`config.mk`:
```
export PLATFORM = sky130hd
export DESIGN_NAME = cp0_unit
export DESIGN_NICKNAME = d
export VERILOG_FILES = /design/src/rtl/cp0_pkg.sv /design/src/rtl/cp0_unit.sv
export SDC_FILE = /design/constraint.sdc
export NUM_CORES = 1
export LEC_CHECK = 0
export CAP_MARGIN = 20
export CORE_ASPECT_RATIO = 1.1
export CORE_MARGIN = 3
export CORE_UTILIZATION = 50
export DETAILED_ROUTE_END_ITERATION = 8
export DONT_BUFFER_PORTS = 1
export PLACE_DENSITY_LB_ADDON = 0.3
export REMOVE_ABC_BUFFERS = 1
export SLEW_MARGIN = 20
export SYNTH_ARGS = -nofsm -noshare
export SYNTH_HDL_FRONTEND = slang
export SYNTH_SLANG_ARGS = --single-unit
```
`constraint.sdc`:
```
create_clock -name clk -period 4.3 [get_ports clk]
set_input_delay 1.29 -clock clk [delete_from_list [all_inputs] [get_ports clk]]
set_output_delay 1.29 -clock clk [all_outputs]
set_load 0.005 [all_outputs]
```
`src/rtl/cp0_pkg.sv`:
```
// Shared CP0 definitions: register numbers, exception codes, field positions.
package cp0_pkg;

    // CP0 register numbers as seen by mfc0/mtc0
    localparam logic [4:0] CP0_SR    = 5'd12;
    localparam logic [4:0] CP0_CAUSE = 5'd13;
    localparam logic [4:0] CP0_EPC   = 5'd14;
    localparam logic [4:0] CP0_PRID  = 5'd15;

    // ExcCode values
    localparam logic [4:0] EXC_INT  = 5'd0;
    localparam logic [4:0] EXC_ADEL = 5'd4;
    localparam logic [4:0] EXC_ADES = 5'd5;
    localparam logic [4:0] EXC_RI   = 5'd10;
    localparam logic [4:0] EXC_OV   = 5'd12;

    // SR field positions
    localparam int SR_IE    = 0;
    localparam int SR_EXL   = 1;
    localparam int SR_IM_LO = 10;
    localparam int SR_IM_HI = 15;

    // Cause field positions
    localparam int CAUSE_EXC_LO = 2;
    localparam int CAUSE_EXC_HI = 6;
    localparam int CAUSE_IP_LO  = 10;
    localparam int CAUSE_IP_HI  = 15;
    localparam int CAUSE_BD     = 31;

    // Exception vector used by the fetch stage
    localparam logic [31:0] HANDLER_PC_DEF = 32'h0000_4180;

    // Pack the architectural SR fields into the 32-bit register image
    function automatic logic [31:0] sr_word(input logic [5:0] im, input logic exl, input logic ie);
        logic [31:0] w;
        w = '0;
        w[SR_IM_HI:SR_IM_LO] = im;
        w[SR_EXL]            = exl;
        w[SR_IE]             = ie;
        return w;
    endfunction

    // Pack the architectural Cause fields into the 32-bit register image
    function automatic logic [31:0] cause_word(input logic bd, input logic [5:0] ip, input logic [4:0] code);
        logic [31:0] w;
        w = '0;
        w[CAUSE_BD]                    = bd;
        w[CAUSE_IP_HI:CAUSE_IP_LO]     = ip;
        w[CAUSE_EXC_HI:CAUSE_EXC_LO]   = code;
        return w;
    endfunction

endpackage

```
`src/rtl/cp0_unit.sv`:
```
// Coprocessor 0 in the M stage: SR/Cause/EPC/PRId, mfc0/mtc0/eret and
// interrupt-vs-exception arbitration driving the M/W flush.
module cp0_unit
    import cp0_pkg::*;
#(
    parameter logic [31:0] PRID       = 32'h0000_1234,
    parameter logic [31:0] HANDLER_PC = HANDLER_PC_DEF
) (
    input  logic        clk,
    input  logic        reset,
    input  logic [31:0] pc_m,
    input  logic        bd_m,
    input  logic        exc_valid_m,
    input  logic [4:0]  exc_code_m,
    input  logic [5:0]  hw_int,
    input  logic        we,
    input  logic [4:0]  addr,
    input  logic [31:0] wdata,
    input  logic        eret_m,
    output logic [31:0] rdata,
    output logic [31:0] epc_out,
    output logic        int_req
);

    // Architectural state
    logic [5:0]  im_q, im_d;
    logic        exl_q, exl_d;
    logic        ie_q, ie_d;
    logic        bd_q, bd_d;
    logic [5:0]  ip_q;
    logic [4:0]  exccode_q, exccode_d;
    logic [31:0] epc_q, epc_d;

    logic irq, exc;

    // HANDLER_PC is consumed by the fetch stage; wdata[1:0] never lands anywhere
    logic [31:0] unused_handler_pc;
    logic [1:0]  unused_wdata_lo;
    assign unused_handler_pc = HANDLER_PC;
    assign unused_wdata_lo   = wdata[1:0];

    // Live hw_int is used so an interrupt is taken the cycle it appears.
    // While reset is held the request is forced low regardless of M inputs.
    assign irq     = (|(hw_int & im_q)) & ie_q & ~exl_q;
    assign exc     = exc_valid_m & ~exl_q;
    assign int_req = reset & (irq | exc);

    // EPC with same-cycle mtc0 bypass for an eret that follows immediately
    assign epc_out = (reset && we && addr == CP0_EPC && !int_req) ? {wdata[31:2], 2'b00} : epc_q;

    // mfc0 read mux
    always_comb begin
        rdata = '0;
        case (addr)
            CP0_SR:    rdata = sr_word(im_q, exl_q, ie_q);
            CP0_CAUSE: rdata = cause_word(bd_q, ip_q, exccode_q);
            CP0_EPC:   rdata = epc_q;
            CP0_PRID:  rdata = PRID;
            default:   rdata = '0;
        endcase
    end

    // Next state: exception entry beats mtc0, eret clears EXL when not flushing
    always_comb begin
        im_d      = im_q;
        exl_d     = exl_q;
        ie_d      = ie_q;
        bd_d      = bd_q;
        exccode_d = exccode_q;
        epc_d     = epc_q;
        if (int_req) begin
            exl_d     = 1'b1;
            exccode_d = irq ? EXC_INT : exc_code_m;
            bd_d      = bd_m;
            epc_d     = bd_m ? (pc_m - 32'd4) : pc_m;
        end else begin
            if (we) begin
                case (addr)
                    CP0_SR: begin
                        im_d  = wdata[SR_IM_HI:SR_IM_LO];
                        exl_d = wdata[SR_EXL];
                        ie_d  = wdata[SR_IE];
                    end
                    CP0_EPC: epc_d = {wdata[31:2], 2'b00};
                    default: ;
                endcase
            end
            if (eret_m) exl_d = 1'b0;
        end
    end

    // State registers; IP tracks hw_int every cycle with one cycle of latency
    always_ff @(posedge clk or negedge reset) begin
        if (!reset) begin
            im_q      <= '0;
            exl_q     <= 1'b0;
            ie_q      <= 1'b0;
            bd_q      <= 1'b0;
            ip_q      <= '0;
            exccode_q <= '0;
            epc_q     <= '0;
        end else begin
            im_q      <= im_d;
            exl_q     <= exl_d;
            ie_q      <= ie_d;
            bd_q      <= bd_d;
            ip_q      <= hw_int;
            exccode_q <= exccode_d;
            epc_q     <= epc_d;
        end
    end

endmodule

```
==> After elaboration in Yosys (flattened, before gate mapping) <==
Index checks and enable logic that the tools add are counted.
{ "totals": {"reg_bits": 52, "out_inout_bits": 65, "wordCells": 43} }
{ "op_classes": {"add_sub_neg": 1, "eq_ne": 4, "mux": 11, "n_bitwise": 8, "n_reduce_logical": 12} }
{ "op_table": {"columns": ["op", "n"], "rows": [
  ["32-bit two-way mux", 5],
  ["32-bit one-hot mux with 4 select lines", 1],
  ["32-bit by 3-bit subtractor with 32-bit output, second input constant", 1],
  ["5-bit by 4-bit == test with 1-bit output, second input constant", 4],
  ["6-bit bitwise AND", 1],
  ["3-bit nonzero test", 2],
  ["6-bit OR reduction", 1],
  ["5-bit two-way mux", 1],
  ["1-bit bitwise AND", 4],
  ["1-bit two-way mux", 4],
  ["2-bit AND reduction", 2],
  ["2-bit nonzero test", 2],
  ["1-bit logical AND", 3],
  ["3-bit AND reduction", 1],
  ["1-bit inverter", 2],
  ["1-bit logical NOT", 1],
  ["1-bit OR", 1]
]} }

==> Logic depth before layout (Yosys ltp) <==
{ "depth": {"ltp_word": 9, "depth_mapped": 8, "ltp_nobuf": 7} }

==> Worst setup path after synthesis <==
OpenSTA, ideal clock, no wires.
{ "synth_timing": {"path_kind": "input port to output port", "startpoint": "in addr[1]", "endpoint": "out epc_out[10]", "arrival_time_ns": 2.859, "slack_ns": 0.151, "stages": 8, "n_path_buf": 3, "cell_sequence": "buf_2 -> and2b_1 -> nand2_1 -> nor2_1 -> and3_1 -> clkbuf_1 -> buf_4 -> mux2_2"} }
{ "synth_via": {"elab_chain_len": 4} }
{ "synth_rtl": {"columns": ["item", "line_no", "source"], "rows": [
  ["from (decl)", "cp0_unit.sv:17", "input logic [4:0] addr,"],
  ["5-bit by 4-bit == test with 1-bit output", "cp0_unit.sv:49", "assign epc_out = (reset && we && addr == CP0_EPC && !int_req) ? {wdata[31:2], 2'b00} : epc_q;"],
  ["1-bit logical AND (2 in a row)", "cp0_unit.sv:49", null],
  ["32-bit two-way mux", "cp0_unit.sv:49", null],
  ["to (decl)", "cp0_unit.sv:21", "output logic [31:0] epc_out,"]
]} }
Every way passes these cells.

==> Final worst setup path <==
{ "layout_timing": {"startpoint": "in hw_int[3]", "endpoint": "out epc_out[17]"} }
{ "layout_via": {"elab_chain_len": 9} }
{ "layout_rtl": {"columns": ["item", "line_no", "source"], "rows": [
  ["from (decl)", "cp0_unit.sv:15", "input logic [5:0] hw_int,"],
  ["6-bit bitwise AND", "cp0_unit.sv:44", "assign irq = (|(hw_int & im_q)) & ie_q & ~exl_q;"],
  ["6-bit OR reduction", "cp0_unit.sv:44", null],
  ["1-bit bitwise AND (2 in a row)", "cp0_unit.sv:44", null],
  ["1-bit OR", "cp0_unit.sv:46", "assign int_req = reset & (irq | exc);"],
  ["1-bit bitwise AND", "cp0_unit.sv:46", null],
  ["1-bit logical NOT", "cp0_unit.sv:49", null],
  ["1-bit logical AND", "cp0_unit.sv:49", null],
  ["32-bit two-way mux", "cp0_unit.sv:49", null]
]} }
Every way passes these cells.

==> impl_metrics.ini <==
[status]
status = finished clean

[clock_tree]
root_buffer = clkbuf_8
numClockSinks = 52
cts_hold_buf = 0
cts_tree = done
cts.clk_slew.worst_paths_ns = 0.10
insertion_delay_ns = 0.30
h-tree-depth = 2
clk_path_buf_depth = 2
cts_made_buffers = 5
cts_resized = 0
post_cts_buffers = 0

[die]
pin_count = 151
num_rows = 31
coreArea_mm2 = 0.006788
die-area_mm2 = 0.008249
start_util_pct = 53.00
die_y_um = 94.96
die_width_um = 86.87

[pwr]
p_clk_share_pct = 26.4
intPower_uw = 932.1
vdd_drop_max_uv = 202.0
pwr-share-seq_pct = 50.5
p_sw_uw = 389.6
p_total_mw = 1.322
swShare_pct = 29.48
total_leakage_power_nw = 1.536
comb_power_share_pct = 23.1
power_density_mw_per_mm2 = 346.2

[timing]
finalCritPeriodShare_pct = 92.45
clock_skew_ns = 0.006618
worstMarginPinSlew_ns = 0.6626
max_clock_freq_ghz = 0.2516
slew_viol_final = 0
hold_viol_final = 0
slew-limit-headroom_pct = 55.66
worst_slack_ns = 0.3248
period_needed_ns = 3.975
hold_ws_ns = 0.4884
setup_violations = 0
rsz0062_at_grt = no

[route]
drc = 0
first_pass_iters = 4
ant_nets = 0
routed_wl_um = 9143
vias = 2735
drtIter0Drc = 80
wl_per_cell_um = 20.50
routed_via_density = 6.132

[flow_run]
cap_violations = 0

[logic_synthesis]
synth_top_area_cell = dfrtp_1
synth_cell_types = 39
synth_top_area_share_pct = 36.17
yosysWarnings = 0
syn-cell-area_mm2 = 0.003597
synth.avg_cell_area_um2 = 9.802
ys_ff_latch = 52
seq_area_frac_synth_pct = 36.17
netlist_top_cells_area = dfrtp_1, mux2i_1, mux2_2
netlist_instances = 367

[placement]
pre_cts_ws_ns = 0.3143
hpwlAfterDp_um = 6816
gp_congestion = 0.7935
port_buffers = 0

[cells_and_area]
final_cell_mix = mux2i_1, dfrtp_1, mux2_2, nor2_1, xor2_1
drive_above_1_share_pct = 15.93
synthToLayoutAreaGrowth_pct = 6.122
layout_commonest_cell = mux2i_1
num_antenna_cells = 0
finalNetCount = 450
fin_util_pct = 56.24

[setup_path]
crit_fanout = 19
critPathCaptureType = output port
start_kind = input pin
cp_data_required_time_ns = 3.01
crit_type = input pin to output port
worstPathArrival_ns = 2.69

[global_route]
grt-ovfl-total = 0
track_usage_pct = 22.86
grt_pass1_wl_um = 14810
grt_pass1_vias = 2883
grt_max_degree = 55
antenna_found_initial = 0

[worst_hold_path]
worstHoldPathType = flop to flop
==> sequential cells by signal, indices dropped and copies added (netlist names) <==
name / flops
im_q: 6
bd_q: 1
exccode_q: 5
ip_q: 6
epc_q: 32
ie_q: 1
exl_q: 1
==> metal layers <==
metal	share of wire (%)	routed length [um]	global-route usage [%]
met5	0	0	0
met4	0.70	64	3.766
met3	8.5	780	6.370
met2	50	4570	39.37
met1	41	3727	28.91
==> metrics by stage <==
step / cells / area (um2) / TNS (ns)
floorplan: 345 / 3497 / -76.22
global placement: 438 / 3702 / 0
detailed placement: 438 / 3702 / 0
CTS: 446 / 3817 / 0
global route: 446 / 3817 / 0
finish: 446 / 3817 / 0
==> power by group through the flow <==
stage	registers, mW	clock network (mW)	logic, mW
floorplan	0.647	0	0.263
global placement	0.672	0	0.299
detailed placement	0.675	0	0.311
CTS	0.668	0.358	0.311
global route	0.686	0.376	0.344
finish	0.667	0.349	0.305
==> layout make-up <==
cell class | instances | area, um2
tap | 82 | 102.6
sequential | 52 | 1301
fill | 618 | 2970
clock buffer | 5 | 68.82
multi-input combinational | 289 | 2201
timing repair buffer | 11 | 82.58
inverter | 4 | 15.01
clock inverter | 3 | 46.29
==> cells by family (layout without fill, tap and decap cells) <==
group           Yosys count  after routing  synth area share, %
simple gates            126            126                19.17
mux                      94             94                27.58
flops                    52             52                36.17
compound gates           39             39                6.469
xor+xnor                 29             29                7.061
buf+inv                  26             23                3.200
fa+ha+maj                 1              1               0.3478
==> final timing paths <==
kind	end	slack, ns	cells after the start	start
max reg2reg	im_q[3]	1.62	8	im_q[0]
min	bd_q	0.49	2	bd_q
min reg2reg	bd_q	0.49	2	bd_q
max	epc_out[17]	0.32	6	hw_int[3]
min in group asynchronous	epc_q[0]	0.66	0	reset
max in group asynchronous	epc_q[21]	3.54	0	reset
==> critical path, cell delays in order <==
cell	delay, ns
a22oi_1	0.17
a31oi_1	0.18
o21ai_4	0.17
and3_2	0.19
buf_4	0.28
mux2_2	0.39
==> synth_stat cells (all sizes together) <==
| cell type | count |
|---|---|
| a211oi | 1 |
| a21oi | 16 |
| a22o | 5 |
| a22oi | 6 |
| a31oi | 1 |
| and2 | 17 |
| and2b | 1 |
| and3 | 1 |
| buf | 8 |
| clkbuf | 14 |
| dfrtp | 52 |
| ha | 1 |
| inv | 4 |
| mux2 | 41 |
| mux2i | 53 |
| nand2 | 19 |
| nand2b | 1 |
| nand3 | 4 |
| nand3b | 4 |
| nand4 | 7 |
| nand4b | 2 |
| nand4bb | 1 |
| nor2 | 33 |
| nor2b | 8 |
| nor3 | 10 |
| nor4 | 6 |
| nor4bb | 1 |
| o21ai | 10 |
| or2 | 1 |
| or3 | 5 |
| or4 | 3 |
| or4b | 2 |
| xnor2 | 9 |
| xor2 | 20 |
No activity file was read; power rests on OpenSTA's default activity.
==> RTL edit 1 (config.mk and constraints unchanged) <==
Reset style: synchronous (`reset`), changed in one clocked block.
--- a/src/rtl/cp0_unit.sv
+++ b/src/rtl/cp0_unit.sv
@@ -92,3 +92,3 @@
     // State registers; IP tracks hw_int every cycle with one cycle of latency
-    always_ff @(posedge clk or negedge reset) begin
+    always_ff @(posedge clk) begin
         if (!reset) begin
Check against the original RTL: differs if reset is asserted again (counterexample within 4 cycles, from zero or initial values and one cycle with reset low); with reset held inactive, the same outputs for 4 cycles.
==> RTL edit 1 against the unedited design <==
- critical path depth is the same
- die area down 1.0%
- global-route usage rose by 1.3 points
- sequential cell count stayed put
- worst setup slack improved by 0.0061 ns
- cell count increased by 11%
- area after synthesis shrank 1.1%
- critical endpoint is now epc_out[26]
- routed wire length is 10% higher
- cell area is 2.3% lower
- highest routed layer unchanged
Power is not compared: it rests on default switching activity, and its combinational part moved more than twofold at a synthesized area within 25%.
==> RTL edit 1: results (changes against the unedited design) <==
Placement:
- The HPWL after detailed placement was 7080 µm (was 6820 µm).
- The minimum setup slack after placement is 0.341 ns (was 0.314 ns).
- The number of placed cells counting well taps is 488 (was 438).

Synth:
- Largest cells by area after synthesis: sky130_fd_sc_hd__dfxtp_1, sky130_fd_sc_hd__mux2_2, sky130_fd_sc_hd__xnor2_1, sky130_fd_sc_hd__nand2_1, sky130_fd_sc_hd__and3_1 (was sky130_fd_sc_hd__dfrtp_1, sky130_fd_sc_hd__mux2i_1, sky130_fd_sc_hd__mux2_2, sky130_fd_sc_hd__xor2_1, sky130_fd_sc_hd__nor2_1).
- Top cells by count, synth: sky130_fd_sc_hd__dfxtp_1, sky130_fd_sc_hd__nand2_1, sky130_fd_sc_hd__mux2_2 (was sky130_fd_sc_hd__mux2i_1, sky130_fd_sc_hd__dfrtp_1, sky130_fd_sc_hd__mux2_2).
- The most instantiated flip-flop cell in the synthesis netlist is sky130_fd_sc_hd__dfxtp_1 (was sky130_fd_sc_hd__dfrtp_1).
- The summed instance area of the synthesized netlist is 3560 µm² (was 3600 µm²).
- The cell count after synthesis came to 428 (was 367).
- The number of different library cells in the post-synthesis netlist is 46 (was 39).
- The sequential cell area fraction in the yosys report is 29.3% (was 36.2%).
- The share of flip-flops with an asynchronous set or reset is 0% (was 100%).

Global route:
- The total routing resource utilization after global routing is 24.2% (was 22.9%).
- The global-route wire length before repair came to 15800 µm (was 14800 µm).

Layout:
- The inverter count of the layout excluding clock inverters was 3 (was 4).
- The fraction of cell area in non-clock buffers is 2.15% (was 2.16%).
- The sequential cell area is 1040 µm² (was 1300 µm²).
- The layout buffer count excluding clock buffers is 9 (was 11).
- The count of fill cells added during filler insertion is 659 (was 618).
- The share of layout cells above drive strength 1 is 17.6% (was 15.9%).
- The number of combinational gates with multiple inputs was 342 (was 289).
- The area of combinational cells with multiple inputs is 2370 µm² (was 2200 µm²).
- The final-layout clock buffer total came to 7 (was 5).

CTS:
- The clock latency on the worst-skew pair is 0.30 ns (about the same).
- The buffer levels on the longest clock path is 2 (unchanged).

Route:
- The detailed router's first-iteration violation count came to 106 (was 80).
- The detailed-route vias per instance is 6.23 (was 6.13).
- The routed wire length is 10100 µm (was 9140 µm).

Timing:
- The pin slew with the least headroom to its limit came to 0.719 ns (was 0.663 ns).
- The maximum achievable frequency came to 0.252 GHz (about the same).
- The clock skew came to 0.00846 ns (was 0.00662 ns).

Status:
- Result of the run: completed (unchanged).

Setup path:
- The worst stage delay on the critical path is 0.37 ns (was 0.39 ns).
- The slack of the worst reg-to-reg path came to 2.22 ns (was 1.62 ns).
[RTL edit 1: path summary, 6_finish.rpt]
path	start	cells after the start	endpoint
min	bd_q	2	bd_q
min reg2reg	bd_q	2	bd_q
max	hw_int[1]	6	epc_out[26]
max reg2reg	ie_q	8	epc_q[14]
[RTL edit 1: cells by family (layout without fill, tap and decap cells)]
kind of cell               Yosys count  in the layout  synth area share [%]
AOI/OAI and AO/OA                   70             70                  11.6
xor gates and xnor gates            28             28                  6.89
adders and majority gates            1              1                 0.352
buffers and inverters               34             20                  4.18
DFF                                 52             52                  29.3
muxes                               62             62                  19.1
and+or+nand+nor                    181            181                  28.7
[RTL edit 1: routing by layer]
metal	global-route usage [%]	up-vias	share of wire [%]
li1	-	1494	-
met3	6.89	4	9.0
met2	40.8	142	50
met5	0	-	0
met4	5.71	0	0.67
met1	30.4	1451	41
[RTL edit 1: power by group]
part | switching, mW | internal [mW]
Combinational | 0.0603 | 0.0662
Sequential | 0.0168 | 0.507
Clock | 0.170 | 0.206
Total | 0.247 | 0.779
==> RTL edit 2 (config.mk and constraints unchanged) <==
Without the edit above. Change the parameter `PRID` from 32'h0000_1234 to 32'h0000091A.
--- a/src/rtl/cp0_unit.sv
+++ b/src/rtl/cp0_unit.sv
@@ -5,3 +5,3 @@
 #(
-    parameter logic [31:0] PRID       = 32'h0000_1234,
+    parameter logic [31:0] PRID       = 32'h0000091A,
     parameter logic [31:0] HANDLER_PC = HANDLER_PC_DEF
Formal check against the unedited RTL: not equivalent (Yosys sat finds a counterexample within 4 cycles, from zero or initial values and one cycle with reset low).
==> RTL edit 2 against the unedited design <==
- sequential cell count did not move
- fmax is 0.14% higher
- hold slack gained 0.022 ns
- sequential share of layout area fell by 0.067 points
- power down 4.3%
- cell area up 0.20%
- routed wire length hardly changed
- count of clock-buffer cells in the layout increased by 1
- worst setup slack improved by 0.0056 ns
- critical endpoint is now epc_out[24]
- clock power fell by 17%
- area after synthesis is 1.9% higher
==> RTL edit 2: results (changes against the unedited design) <==
Status:
- Result of the run: completed (unchanged).

Synth:
- Top cells by count, synth: sky130_fd_sc_hd__mux2i_1, sky130_fd_sc_hd__dfrtp_1, sky130_fd_sc_hd__mux2_2 (unchanged).
- The synthesized-area fraction occupied by xor and xnor cells was 6.45% (was 7.06%).
- Largest cells by area after synthesis: sky130_fd_sc_hd__dfrtp_1, sky130_fd_sc_hd__mux2i_1, sky130_fd_sc_hd__mux2_2, sky130_fd_sc_hd__xor2_1, sky130_fd_sc_hd__nor2_1 (unchanged).
- The number of different library cells in the post-synthesis netlist came to 49 (was 39).
- The cell count after synthesis came to 362 (was 367).
- The mux contribution to synthesized area was 27.2% (was 27.6%).
- The sequential cell area fraction in the yosys report is 35.5% (was 36.2%).
- The fraction of the mapped netlist area in adder cells is 0.341% (was 0.348%).
- The area fraction in compound gates after synthesis was 7.27% (was 6.47%).

Layout:
- Biggest registers after layout: epc_q: 32 flops, im_q: 6 flops, ip_q: 6 flops (unchanged).
- The count of fill cells added during filler insertion is 674 (was 618).
- The share of layout cells above drive strength 1 came to 19.3% (was 15.9%).
- The number of nets at the end of the flow was 444 (was 450).

Setup path:
- The slowest stage cell on the critical path is sky130_fd_sc_hd__mux2_2 (unchanged).
- The data arrival at the endpoint of the critical path was 2.68 ns (was 2.69 ns).

Route:
- The vias after detailed routing is 2752 (was 2735).
- The detailed router's first-iteration violation count was 79 (was 80).
- The routed wire length was 9140 µm (about the same).
- The detail-routed net length per standard cell is 20.6 µm (was 20.5 µm).

Power and ir drop:
- The worst supply voltage drop on vdd was 142 µV (was 202 µV).
- The leakage dissipation is 1.55 nW (was 1.54 nW).

Global route:
- The via count of the first global-routing pass was 2673 (was 2883).
- The total routing resource utilization after global routing came to 20.7% (was 22.9%).
- The global-route wire length before repair is 13500 µm (was 14800 µm).

Timing:
- The pin slew with the least headroom to its limit is 0.990 ns (was 0.663 ns).
- The clock skew came to 0.00765 ns (was 0.00662 ns).

CTS:
- The number of gates resized after CTS is 0 (unchanged).

Placement:
- The HPWL after detailed placement is 6800 µm (was 6820 µm).
- The minimum setup slack after placement is 0.332 ns (was 0.314 ns).
- The number of placed cells counting well taps is 435 (was 438).
- The weighted congestion reported at the end of routability-driven placement was 0.794 (about the same).
- The post-place instance area is 3740 µm² (was 3700 µm²).
RTL edit 2: per-layer routing:
layer | wire (µm) | part of all wire [%] | global-route usage (%)
met1 | 3680 | 40 | 24.7
met5 | 0 | 0 | 0
met4 | 97 | 1.1 | 5.12
met3 | 891 | 9.8 | 6.42
met2 | 4470 | 49 | 36.4
RTL edit 2: worst paths after layout:
kind | start | end | cells after the start | slack, ns
worst max-delay path | hw_int[0] | epc_out[24] | 6 | 0.33
worst min-delay path | bd_q | bd_q | 2 | 0.51
worst max register to register | im_q[5] | im_q[1] | 8 | 1.80
worst min register to register | bd_q | bd_q | 2 | 0.51
max in group asynchronous | reset | epc_q[8] | 0 | 3.55
min in group asynchronous | reset | epc_q[23] | 0 | 0.67
RTL edit 2: area by class of cell:
class                   count  area share [%]
clock inverters             2           0.425
well taps                  85            2.78
repair buffers              7            1.37
multi-input cells         286            59.0
clock buffers               6            1.90
flip-flops and latches     52            34.0
inverters                   5           0.491
RTL edit 2: logic make-up (layout without fill, tap and decap cells):
| kind of cell | count (synthesis) | count (layout) |
|---|---|---|
| xor gates and xnor gates | 27 | 27 |
| muxes | 95 | 95 |
| buffers and inverters | 24 | 20 |
| adders and majority gates | 1 | 1 |
| DFF | 52 | 52 |
| AOI/OAI and AO/OA | 41 | 41 |
| and+or+nand+nor | 122 | 122 |
RTL edit 2: where the power goes:
group          switching (mW)  internal [mW]  total [mW]
clock                   0.171          0.116       0.288
sequential             0.0786          0.591       0.669
combinational           0.139          0.168       0.308
total                   0.389          0.875        1.26
RTL edit 2: critical path, delay by kind of cell:
kind / cells / cell delay [ns]
AOI/OAI and AO/OA: 3 / 0.53
muxes: 1 / 0.38
buffers and inverters: 1 / 0.26
and+or+nand+nor: 1 / 0.20
